==> src/rtl/pipeline_controller.sv <==
`default_nettype none
// ============================================================================
// Module   : pipeline_controller
// Purpose  : Hazard and flow controller for a five-stage in-order pipeline
//            without forwarding. Detects RAW hazards against EX/MEM/WB writers,
//            holds the whole pipe while a data-bus access is outstanding, and
//            squashes the front end after a taken branch resolved in MEM.
//            Stall and flush events are counted in saturating counters.
// Ports    : clk, rst            - clock, asynchronous active-high reset
//            idRs/idRt/idUses*   - ID-stage source operands
//            *WrNum/*RfWrEnable  - EX/MEM/WB destination registers
//            memIsLoad/Store     - MEM-stage data-bus access
//            dataAck             - bus completes the access this cycle
//            memBrTaken          - MEM-stage redirect
//            *Stall/*Bubble/*Flush - pipeline register controls
//            dataReq             - data-bus request
//            ctrlState           - 0 RUN, 1 MEM_WAIT, 2 FLUSH
//            stallCount/flushCount - saturating performance counters
// Revision : 1.0 - initial release
// ============================================================================
module pipeline_controller #(
    parameter int FLUSH_CYCLES = 1,
    parameter int CNT_WIDTH    = 16
) (
    input  logic                 clk,
    input  logic                 rst,
    input  logic [4:0]           idRs,
    input  logic [4:0]           idRt,
    input  logic                 idUsesRs,
    input  logic                 idUsesRt,
    input  logic [4:0]           exWrNum,
    input  logic [4:0]           memWrNum,
    input  logic [4:0]           wbWrNum,
    input  logic                 exRfWrEnable,
    input  logic                 memRfWrEnable,
    input  logic                 wbRfWrEnable,
    input  logic                 memIsLoad,
    input  logic                 memIsStore,
    input  logic                 dataAck,
    input  logic                 memBrTaken,
    output logic                 pcStall,
    output logic                 ifidStall,
    output logic                 idexBubble,
    output logic                 idexStall,
    output logic                 exmemStall,
    output logic                 memwbBubble,
    output logic                 ifidFlush,
    output logic                 idexFlush,
    output logic                 exmemFlush,
    output logic                 dataReq,
    output logic [1:0]           ctrlState,
    output logic [CNT_WIDTH-1:0] stallCount,
    output logic [CNT_WIDTH-1:0] flushCount
);

    localparam logic [1:0] c_STATE_RUN      = 2'd0;
    localparam logic [1:0] c_STATE_MEM_WAIT = 2'd1;
    localparam logic [1:0] c_STATE_FLUSH    = 2'd2;

    localparam logic [3:0]           c_FLUSH_LOAD = 4'(FLUSH_CYCLES);
    localparam logic [3:0]           c_FLUSH_ONE  = 4'd1;
    localparam logic [CNT_WIDTH-1:0] c_CNT_ONE    = 1;
    localparam logic [CNT_WIDTH-1:0] c_CNT_MAX    = '1;

    logic [1:0]           r_state;
    logic [1:0]           w_nextState;
    logic [3:0]           r_flushCnt;
    logic [3:0]           w_nextFlushCnt;
    logic [CNT_WIDTH-1:0] r_stallCount;
    logic [CNT_WIDTH-1:0] r_flushCount;

    logic w_rsHaz;
    logic w_rtHaz;
    logic w_rawHaz;
    logic w_busActive;
    logic w_memStall;
    logic w_accBranch;

    // Register 0 is hardwired zero, so it never creates a dependency.
    assign w_rsHaz = idUsesRs && (idRs != 5'd0) &&
                     ((exRfWrEnable  && (exWrNum  == idRs)) ||
                      (memRfWrEnable && (memWrNum == idRs)) ||
                      (wbRfWrEnable  && (wbWrNum  == idRs)));
    assign w_rtHaz = idUsesRt && (idRt != 5'd0) &&
                     ((exRfWrEnable  && (exWrNum  == idRt)) ||
                      (memRfWrEnable && (memWrNum == idRt)) ||
                      (wbRfWrEnable  && (wbWrNum  == idRt)));
    assign w_rawHaz = w_rsHaz || w_rtHaz;

    // The MEM instruction is squashed while in FLUSH, so it may not touch the bus.
    assign w_busActive = (r_state == c_STATE_RUN) || (r_state == c_STATE_MEM_WAIT);
    assign dataReq     = w_busActive && (memIsLoad || memIsStore);
    assign w_memStall  = dataReq && !dataAck;
    // A branch stuck behind a stalled access is taken only once the access completes.
    assign w_accBranch = w_busActive && memBrTaken && !w_memStall;

    // ------------------------------------------------------------------
    // State register, flush down-counter and performance counters
    // ------------------------------------------------------------------
    always_ff @(posedge clk or posedge rst) begin
        if (rst) begin
            r_state    <= c_STATE_RUN;
            r_flushCnt <= 4'd0;
        end else begin
            r_state    <= w_nextState;
            r_flushCnt <= w_nextFlushCnt;
        end
    end

    always_ff @(posedge clk or posedge rst) begin
        if (rst) begin
            r_stallCount <= '0;
            r_flushCount <= '0;
        end else begin
            if (pcStall && (r_stallCount != c_CNT_MAX)) begin
                r_stallCount <= r_stallCount + c_CNT_ONE;
            end
            if (w_accBranch && (r_flushCount != c_CNT_MAX)) begin
                r_flushCount <= r_flushCount + c_CNT_ONE;
            end
        end
    end

    // ------------------------------------------------------------------
    // Next-state logic
    // ------------------------------------------------------------------
    always_comb begin
        w_nextState    = r_state;
        w_nextFlushCnt = r_flushCnt;
        case (r_state)
            c_STATE_RUN, c_STATE_MEM_WAIT: begin
                if (w_memStall) begin
                    w_nextState = c_STATE_MEM_WAIT;
                end else if (w_accBranch) begin
                    w_nextState    = c_STATE_FLUSH;
                    w_nextFlushCnt = c_FLUSH_LOAD;
                end else begin
                    w_nextState = c_STATE_RUN;
                end
            end
            c_STATE_FLUSH: begin
                // Leave in the cycle the counter reads 1; a zero count also exits
                // so the FSM can never lock up in FLUSH.
                if (r_flushCnt <= c_FLUSH_ONE) begin
                    w_nextState    = c_STATE_RUN;
                    w_nextFlushCnt = 4'd0;
                end else begin
                    w_nextFlushCnt = r_flushCnt - c_FLUSH_ONE;
                end
            end
            default: begin
                w_nextState    = c_STATE_RUN;
                w_nextFlushCnt = 4'd0;
            end
        endcase
    end

    // ------------------------------------------------------------------
    // Output logic: memStall > accepted branch > RAW hazard
    // ------------------------------------------------------------------
    always_comb begin
        pcStall     = 1'b0;
        ifidStall   = 1'b0;
        idexBubble  = 1'b0;
        idexStall   = 1'b0;
        exmemStall  = 1'b0;
        memwbBubble = 1'b0;
        ifidFlush   = 1'b0;
        idexFlush   = 1'b0;
        exmemFlush  = 1'b0;
        case (r_state)
            c_STATE_RUN, c_STATE_MEM_WAIT: begin
                if (w_memStall) begin
                    pcStall     = 1'b1;
                    ifidStall   = 1'b1;
                    idexStall   = 1'b1;
                    exmemStall  = 1'b1;
                    memwbBubble = 1'b1;
                end else if (w_accBranch) begin
                    ifidFlush  = 1'b1;
                    idexFlush  = 1'b1;
                    exmemFlush = 1'b1;
                end else if ((r_state == c_STATE_RUN) && w_rawHaz) begin
                    pcStall    = 1'b1;
                    ifidStall  = 1'b1;
                    idexBubble = 1'b1;
                end
            end
            c_STATE_FLUSH: begin
                ifidFlush  = 1'b1;
                idexBubble = 1'b1;
            end
            default: begin
            end
        endcase
    end

    assign ctrlState  = r_state;
    assign stallCount = r_stallCount;
    assign flushCount = r_flushCount;

endmodule
`default_nettype wire

==> config.mk <==
export PLATFORM = sky130hd
export DESIGN_NAME = pipeline_controller
export DESIGN_NICKNAME = d
export VERILOG_FILES = /design/src/rtl/pipeline_controller.sv
export SDC_FILE = /design/constraint.sdc
export NUM_CORES = 1
export LEC_CHECK = 0
export CAP_MARGIN = 0
export CORE_MARGIN = 1.5
export CORE_UTILIZATION = 45
export CTS_CLUSTER_SIZE = 20
export DETAILED_ROUTE_END_ITERATION = 10
export PLACE_DENSITY = 0.87
export SLEW_MARGIN = 20
export SYNTH_ARGS = -nofsm -noshare
export SYNTH_HDL_FRONTEND = slang
export SYNTH_SLANG_ARGS = --single-unit
==> constraint.sdc <==
create_clock -name clk -period 2.3 [get_ports clk]
set_input_delay 0.23 -clock clk [delete_from_list [all_inputs] [get_ports clk]]
set_output_delay 0.23 -clock clk [all_outputs]
set_load 0.01 [all_outputs]
---- Word-level counts from Yosys, hierarchy flattened ----
Index checks and enable logic that the tools add are counted.
cells by class
  add/sub/neg operators ................... 3
  $lt $le $gt $ge ......................... 1
  equality and inequality tests ........... 13
  muxes and demuxes ....................... 20
  reduce and logical (&&, ||, !) cells .... 31
operators with widths
  cell                                                            number
  adder 16 x 1 -> 16 bit, second input constant                   2
  != test 16 bit, second input constant                           2
  equality test 5 bit                                             6
  logical AND 1 bit                                               17
  2-to-1 mux 4 bit                                                3
  2-to-1 mux 1 bit                                                10
  nonzero test 5 bit                                              2
  case mux 4 bit (2 select lines)                                 1
  logical OR 1 bit                                                7
  2-to-1 mux 2 bit                                                3
  != test 2 bit, second input constant                            3
  less-or-equal comparator 4 x 1 -> 1 bit, second input constant  1
  case mux 1 bit (2 select lines)                                 2
  case mux 2 bit (2 select lines)                                 1
  subtractor 4 x 1 -> 4 bit, second input constant                1
  equality test 2 x 1 -> 1 bit, second input constant             1
  equality test 2 bit, second input constant                      1
  zero test 1 bit                                                 2
  zero test 2 bit                                                 1
  AND reduction 2 bit                                             1
  OR reduction 2 bit                                              1
storage, ports and cells
  flip-flop bits (word level) ............. 38
  input port bits ......................... 36
  output and inout bits ................... 44
  word-level logic and storage cells ...... 72

---- Logic depth before layout (Yosys ltp) ----
  word-level depth ........................ 12
  gate-level depth with buffers ........... 8
  mapped depth without buffers ............ 7

---- Worst setup path before layout ----
Ideal clock, no wire load.
  kind .................................... reg2reg
  start ................................... register r_stallCount[2], in the netlist stallCount[2]
  end ..................................... register r_stallCount[1], in the netlist stallCount[1]
  library setup time ...................... 0.128 ns
  arrival ................................. 1.939 ns
  data required time ...................... 2.172 ns
  setup slack ............................. 0.234 ns
  stages on the path, launching flop included .. 8
  buffers on the path ..................... 1
  period minus slack after synthesis ...... 2.066 ns
  path through ............................ dfrtp_1 and4_1 and3_2 nand4_4 or3_1 buf_2 nand2_2 mux2_1
on the way
  cells in the longest elaborated chain, start to end .. 2
ends and longest elaborated chain
  what                      line  text
  start: declaration        69    logic [CNT_WIDTH-1:0] r_stallCount;
  start signal: assignment  116   r_stallCount <= r_stallCount + c_CNT_ONE;
  != test 16 bit            115   if (pcStall && (r_stallCount != c_CNT_MAX)) begin
  logical AND 1 bit         115
Every way passes these cells.
A chain may end at the register's enable or synchronous reset.

---- Worst setup path in the final report ----
  start ................................... input port memIsLoad
  end ..................................... output port ifidFlush
on the way
  cells in the longest elaborated chain, start to end .. 8
ends and longest elaborated chain
  what                                 line  text
  start: declaration                   37    input logic memIsLoad,
  logical OR 1 bit (*)                 92    assign dataReq = w_busActive && (memIsLoad || memIsStore);
  logical AND 1 bit (*)                92
  logical AND 1 bit (*)                93    assign w_memStall = dataReq && !dataAck;
  zero test 1 bit                      95    assign w_accBranch = w_busActive && memBrTaken && !w_memStall;
  logical AND 1 bit                    95
  2-to-1 mux 1 bit                     179   end else if (w_accBranch) begin
  2-to-1 mux 1 bit (*)                 173   if (w_memStall) begin
  case mux 1 bit (2 select lines) (*)  171   case (r_state)
  end: declaration                     47    output logic ifidFlush,
Mark *: on every way between the ends. The rest lies on a longest branch, timed or not.

==> reports/results.tsv <==
stage	metric	value	unit
run_status	status	completed	
floorplanning	die_x	74.3	microns
synthesis	yosysUniqueCellTypes	42	
layout	post-route-util	70.4	%
clock_tree	cts.htree.levels	2	
worst_setup_path	worstReg2RegStart	stallCount[2]	
routing	wl_per_cell	13.6	microns
clock_tree	cts.sinks	38	
routing	remaining_drc_errors	0	
routing	drtPass1Iterations	4	
worst_setup_path	critPathArrivalTime	1.99	ns
power_and_ir_drop	leakage	1.47	nW
sta	hold_viol	0	
synthesis	yosysWarningCount	0	
sta	slew_headroom	46.7	%
worst_setup_path	rrSetupSlack	0.23	ns
routing	viasPerCell	5.16	
sta	tns	0	ns
synthesis	synth_simple_gate_area_share	21.8	%
sta	setup_viol	0	
synthesis	synth_nets	272	
sta	max_freq	0.451	GHz
floorplanning	fp-row-count	25	
worst_setup_path	path_class	in -> out	
synthesis	synthMuxAreaShare	0.985	%
grt	antenna_found_initial	0	
synthesis	synthXorXnorAreaFrac	23.0	%
layout	syn2layout_area_growth	48.3	%
layout	final_common_cell	clkdlybuf4s50_1	
placement	finalWeightedCongestion	0.857	
synthesis	synth_fa_ha_area_share	2.19	%
job	drv_cap	0	
worst_setup_path	rr_endpoint	stallCount[1]	
synthesis	async_reset_ff_share	100	%
clock_tree	clkLatencyLatePin	0.29	ns
synthesis	synth_edf_count	0	
layout	regArea	951	sq um
clock_tree	cts.path.max_buffers	2	
floorplanning	design.core.area	4820	sq um
worst_setup_path	startpoint_type	primary input	
synthesis	synth_area	2290	sq um
floorplanning	start_util	47.5	%
grt	grt-ovfl-total	0	
grt	grt.total_usage	21.3	%
grt	grt_pass1_vias	2060	
placement	port_buffers	79	
grt	grt_max_degree	39	
sta	post-route-period-util	96.4	%
clock_tree	cts_root_buf	clkbuf_8	
worst_setup_path	r2r_cells	6	
synthesis	ys.flop_type	dfrtp_1	
layout	final_cell_mix	67 x clkdlybuf4s50_1, 38 x dfrtp_1, 30 x xnor2_1, 30 x xor2_1, 25 x buf_4	
sta	clock_skew	0.00358	ns
placement	dpl_cell_area	3300	sq um
synthesis	synth_top_family_by_area	XOR/XNOR gates	
placement	dp_hpwl	4580	microns
power_and_ir_drop	finalPower	2.51	mW
layout	instances_no_fill	404	
sta	drv_slew	0	
floorplanning	die_area	5520	sq um
clock_tree	cts_buffers	5	
sta	timing.final.ws_setup	0.0822	ns
worst_hold_path	hold_path_class	in -> async	
power_and_ir_drop	powerDensity	739	nW/um^2
synthesis	synth.ff_latch_count	38	
sta	worst_pin_slew	0.787	ns
synthesis	synth.avg_cell_area	9.85	sq um
clock_tree	clk_pin_slew	0.07	ns
layout	drive_gt1_share	13.9	%
synthesis	ys_seq_area_share	41.6	%
grt	grt_first_pass_wirelength	9010	microns
synthesis	synth_compound_gate_area_share	6.73	%
worst_setup_path	worst_ep_required_time	2.07	ns
layout	final_area	3390	sq um
layout	multiInputGateArea	1270	sq um
layout	finalNetCount	377	
power_and_ir_drop	vdd_drop_max	0.360	mV
sta	rsz0062_at_grt	true	
routing	drt_iter0_drc	56	
placement	dp.cells	396	
routing	antenna_left	0	
worst_setup_path	endpoint_kind	output pin	
sta	hold_ws	0.365	ns
floorplanning	io_pins	80	
placement	place_ws	-0.416	ns
floorplanning	die_y	74.3	microns
worst_setup_path	cp_max_fo	5	
routing	vias	2086	
layout	diodes	0	
synthesis	syn_inst	232	
routing	routed_wl	5500	microns
clock_tree	cts_tree	yes	
sta	min_period	2.22	ns
worst_setup_path	crit_path_start	memIsLoad	
layout	fillCellCount	391	
==> flip-flops by register name, indices dropped and copies added (netlist names) <==
signal      flops
ctrlState       2
r_flushCnt      4
stallCount     16
flushCount     16
==> worst max path at each step <==
stage	endpoint	depth (start not counted)
after CTS	idexBubble	9
after global routing	idexBubble	9
after detailed placement	idexBubble	10
after floorplan	stallCount[1]	7
final	ifidFlush	7
after global placement	idexBubble	9
==> critical path, cell delays in order <==
cell and delay (ns):
clkdlybuf4s50_1 0.43, o21bai_2 0.19, nand2_1 0.07, or2_2 0.35, inv_2 0.10, a21o_1 0.08, clkdlybuf4s50_1 0.53
==> area by class of cell <==
cell class	count	share of cell area, %
multi-input cells	178	37.5
repair buffers	105	28.8
flip-flops and latches	38	28.0
well taps	67	2.47
clock buffers	7	2.25
inverters	9	0.996
==> kinds of logic (layout without fill, tap and decap cells) <==
| kind of cell | Yosys count | after routing |
|---|---|---|
| mux | 2 | 2 |
| compound gates | 19 | 19 |
| flops | 38 | 38 |
| buf+inv | 16 | 121 |
| simple gates | 93 | 93 |
| fa+ha+maj | 4 | 4 |
| xor+xnor | 60 | 60 |
==> power by group <==
group	switching, mW	internal (mW)	total (mW)
combinational	0.500	0.600	1.10
sequential	0.171	0.816	0.987
clock	0.211	0.208	0.420
==> synth_stat cells, types with 2 or more instances <==
| master | n | area [sq um] |
|---|---|---|
| xnor2_1 | 30 | 263 |
| and4_1 | 2 | 17.5 |
| inv_1 | 9 | 33.8 |
| nand2b_1 | 2 | 12.5 |
| and3_1 | 6 | 37.5 |
| nor4_1 | 6 | 37.5 |
| nand4_1 | 12 | 75.1 |
| nor2_1 | 14 | 52.6 |
| nor3_1 | 9 | 45.0 |
| o21ai_0 | 7 | 35.0 |
| or4_1 | 2 | 15.0 |
| or2_2 | 2 | 12.5 |
| dfrtp_1 | 38 | 951 |
| buf_4 | 4 | 30.0 |
| nand3_1 | 9 | 45.0 |
| and2_1 | 2 | 12.5 |
| ha_1 | 4 | 50.1 |
| nand2_1 | 21 | 78.8 |
| xor2_1 | 30 | 263 |
==> repair_timing <==
item                       in CTS  in global routing
buffers inserted                1                  0
setup endpoints to repair       5                  6
pin swaps                       7                  3
hold buffers                    0                  0
resized for setup              15                 14
==> metal layers <==
metal | part of all wire, % | track usage [%] | up-vias
met5 | 0 | 0 | -
met3 | 5.1 | 4.61 | 10
met2 | 53 | 39.3 | 68
li1 | - | - | 1010
met1 | 41 | 23.8 | 998
met4 | 1.7 | 8.28 | 0
(Power assumes the default switching activity.)
==> patch, RTL diff (same flow settings) <==
Set the parameter `CNT_WIDTH` to 12 (it was 16).
--- a/src/rtl/pipeline_controller.sv
+++ b/src/rtl/pipeline_controller.sv
@@ -20,7 +20,7 @@
 // ============================================================================
 module pipeline_controller #(
     parameter int FLUSH_CYCLES = 1,
-    parameter int CNT_WIDTH    = 16
+    parameter int CNT_WIDTH    = 12
 ) (
     input  logic                 clk,
     input  logic                 rst,
Ports: changed (resized flushCount and stallCount); port bits go from 80 to 72. The function was not compared with the original's and may differ.
==> patch against the unedited design <==
Cell area fell by 16%. Sequential share of layout area shrank 1.6 points. Power fell by 11%. Routed wire length is 14% lower. Worst hold slack got worse by 0.029 ns. Worst setup slack got worse by 0.0099 ns. Area after synthesis shrank 18%. Largest cell class unchanged. Highest routed layer unchanged. Sequential cell count fell by 8.
==> patch: results (changes against the unedited design) <==
** Outcome
- The run finished with clean final reports.

** Setup path
- Launching element of the worst setup path :: idRt[2]
- Crit-path slowest cell :: or4_1
- On the critical path the largest part of the delay comes from simple AND/OR/NAND/NOR gates.
- Depth of the most critical reg-to-reg path :: 8 (+2)
- The worst-case register-to-register setup slack came to 0.35 ns (+0.12 ns).
- Last element of the critical path :: pcStall
- Endpoint of the most critical register-to-register path :: stallCount[7]$_DFFE_PP0P_

** Synth
- After synthesis, the most frequently instantiated cells are dfrtp_1 (30), xor2_1 (30), xnor2_1 (22).
- By area the synthesized netlist is led by dfrtp_1 (40%), xor2_1 (14%), xnor2_1 (10%).
- Count of unique library cells instantiated by Yosys :: 37 (-12%)
- The synthesized net count was 231 (-15%).

** Placed design
- # port buffers :: 71 (-10%)
- Half-perimeter wire length of the detailed placement result :: 3860 um (-16%)
- Gp weighted congestion :: 0.878 (+2.4%)

** Global route
- The largest net degree at the start of global routing was 31 (-21%).
- Number of global-route vias before repair :: 1,818 (-12%)
- Global-route wire length before repair :: 7820 um (-13%)

** Clock tree
- Clock latency at the later pin of the worst-skew pair :: 0.27 ns (-0.02 ns)
- The post-CTS setup buffer count was 0 (-1).

** Power and ir drop
- P_leak :: 1.29 nW (-12%)

** Layout
- Number of inserted filler cells in the final layout :: 304 (-22%)
- Number of nets in the final layout :: 321 (-15%)

** STA
- The post-route worst hold slack is 0.336 ns (-0.0291 ns).
- Worst clock skew on the final layout :: 0.00386 ns (+0.000287 ns)

** Route
- The wire length per cell was 14.3 um (+5.2%).
- The number of DRC markers in iteration 0 was 118 (+110%).
-- patch: what timing repair did --
item,4_1_cts,5_1_grt
pin swaps,4,8
cloned,0,0
setup endpoints to repair,3,3
resized for setup,23,14
hold endpoints to repair,0,0
-- patch: layout make-up --
class	count	area, um^2	share of cell area [%]
Multi-Input combinational cell	147	1080	38.2
Tap cell	50	62.6	2.21
Inverter	7	26.3	0.927
Clock buffer	7	76.3	2.69
Sequential cell	30	751	26.5
Timing Repair Buffer	90	836	29.5
-- patch: report_power, final --
group          switching (mW)  internal [mW]
registers               0.180          0.668
logic                   0.440          0.561
clock network           0.176          0.208
-- patch: cell families (layout without fill, tap and decap cells) --
logic type / count (synthesis) / after routing / synth area share, %
buffers and inverters: 14 / 104 / 4.06
xor gates and xnor gates: 52 / 52 / 24.2
DFF: 30 / 30 / 39.9
and+or+nand+nor: 70 / 70 / 20.4
muxes: 2 / 2 / 1.20
adders and majority gates: 4 / 4 / 2.66
AOI/OAI and AO/OA: 19 / 19 / 7.58
-- patch: layer usage --
layer | track usage (%) | share of wire [%] | vias up
li1 | - | - | 841
met1 | 24.2 | 38 | 813
met2 | 42.9 | 53 | 70
met3 | 4.17 | 6.9 | 10
met4 | 10.2 | 1.6 | 0
met5 | 0 | 0 | -
-- patch: metrics by stage --
step / cell area, um^2 / setup slack, ns / util, % / std cells / total power, mW
detailed placement: 2750 / -0.429 / 68.7 / 324 / 1.88
global route: 2830 / -0.0194 / 70.8 / 331 / 2.41
global placement: 2750 / -0.423 / 68.7 / 324 / 1.84
floorplan: 1880 / 0.360 / - / 191 / 1.33
CTS: 2810 / -0.00565 / 70.3 / 331 / 2.25
finish: 2830 / 0.0724 / 70.8 / 331 / 2.23
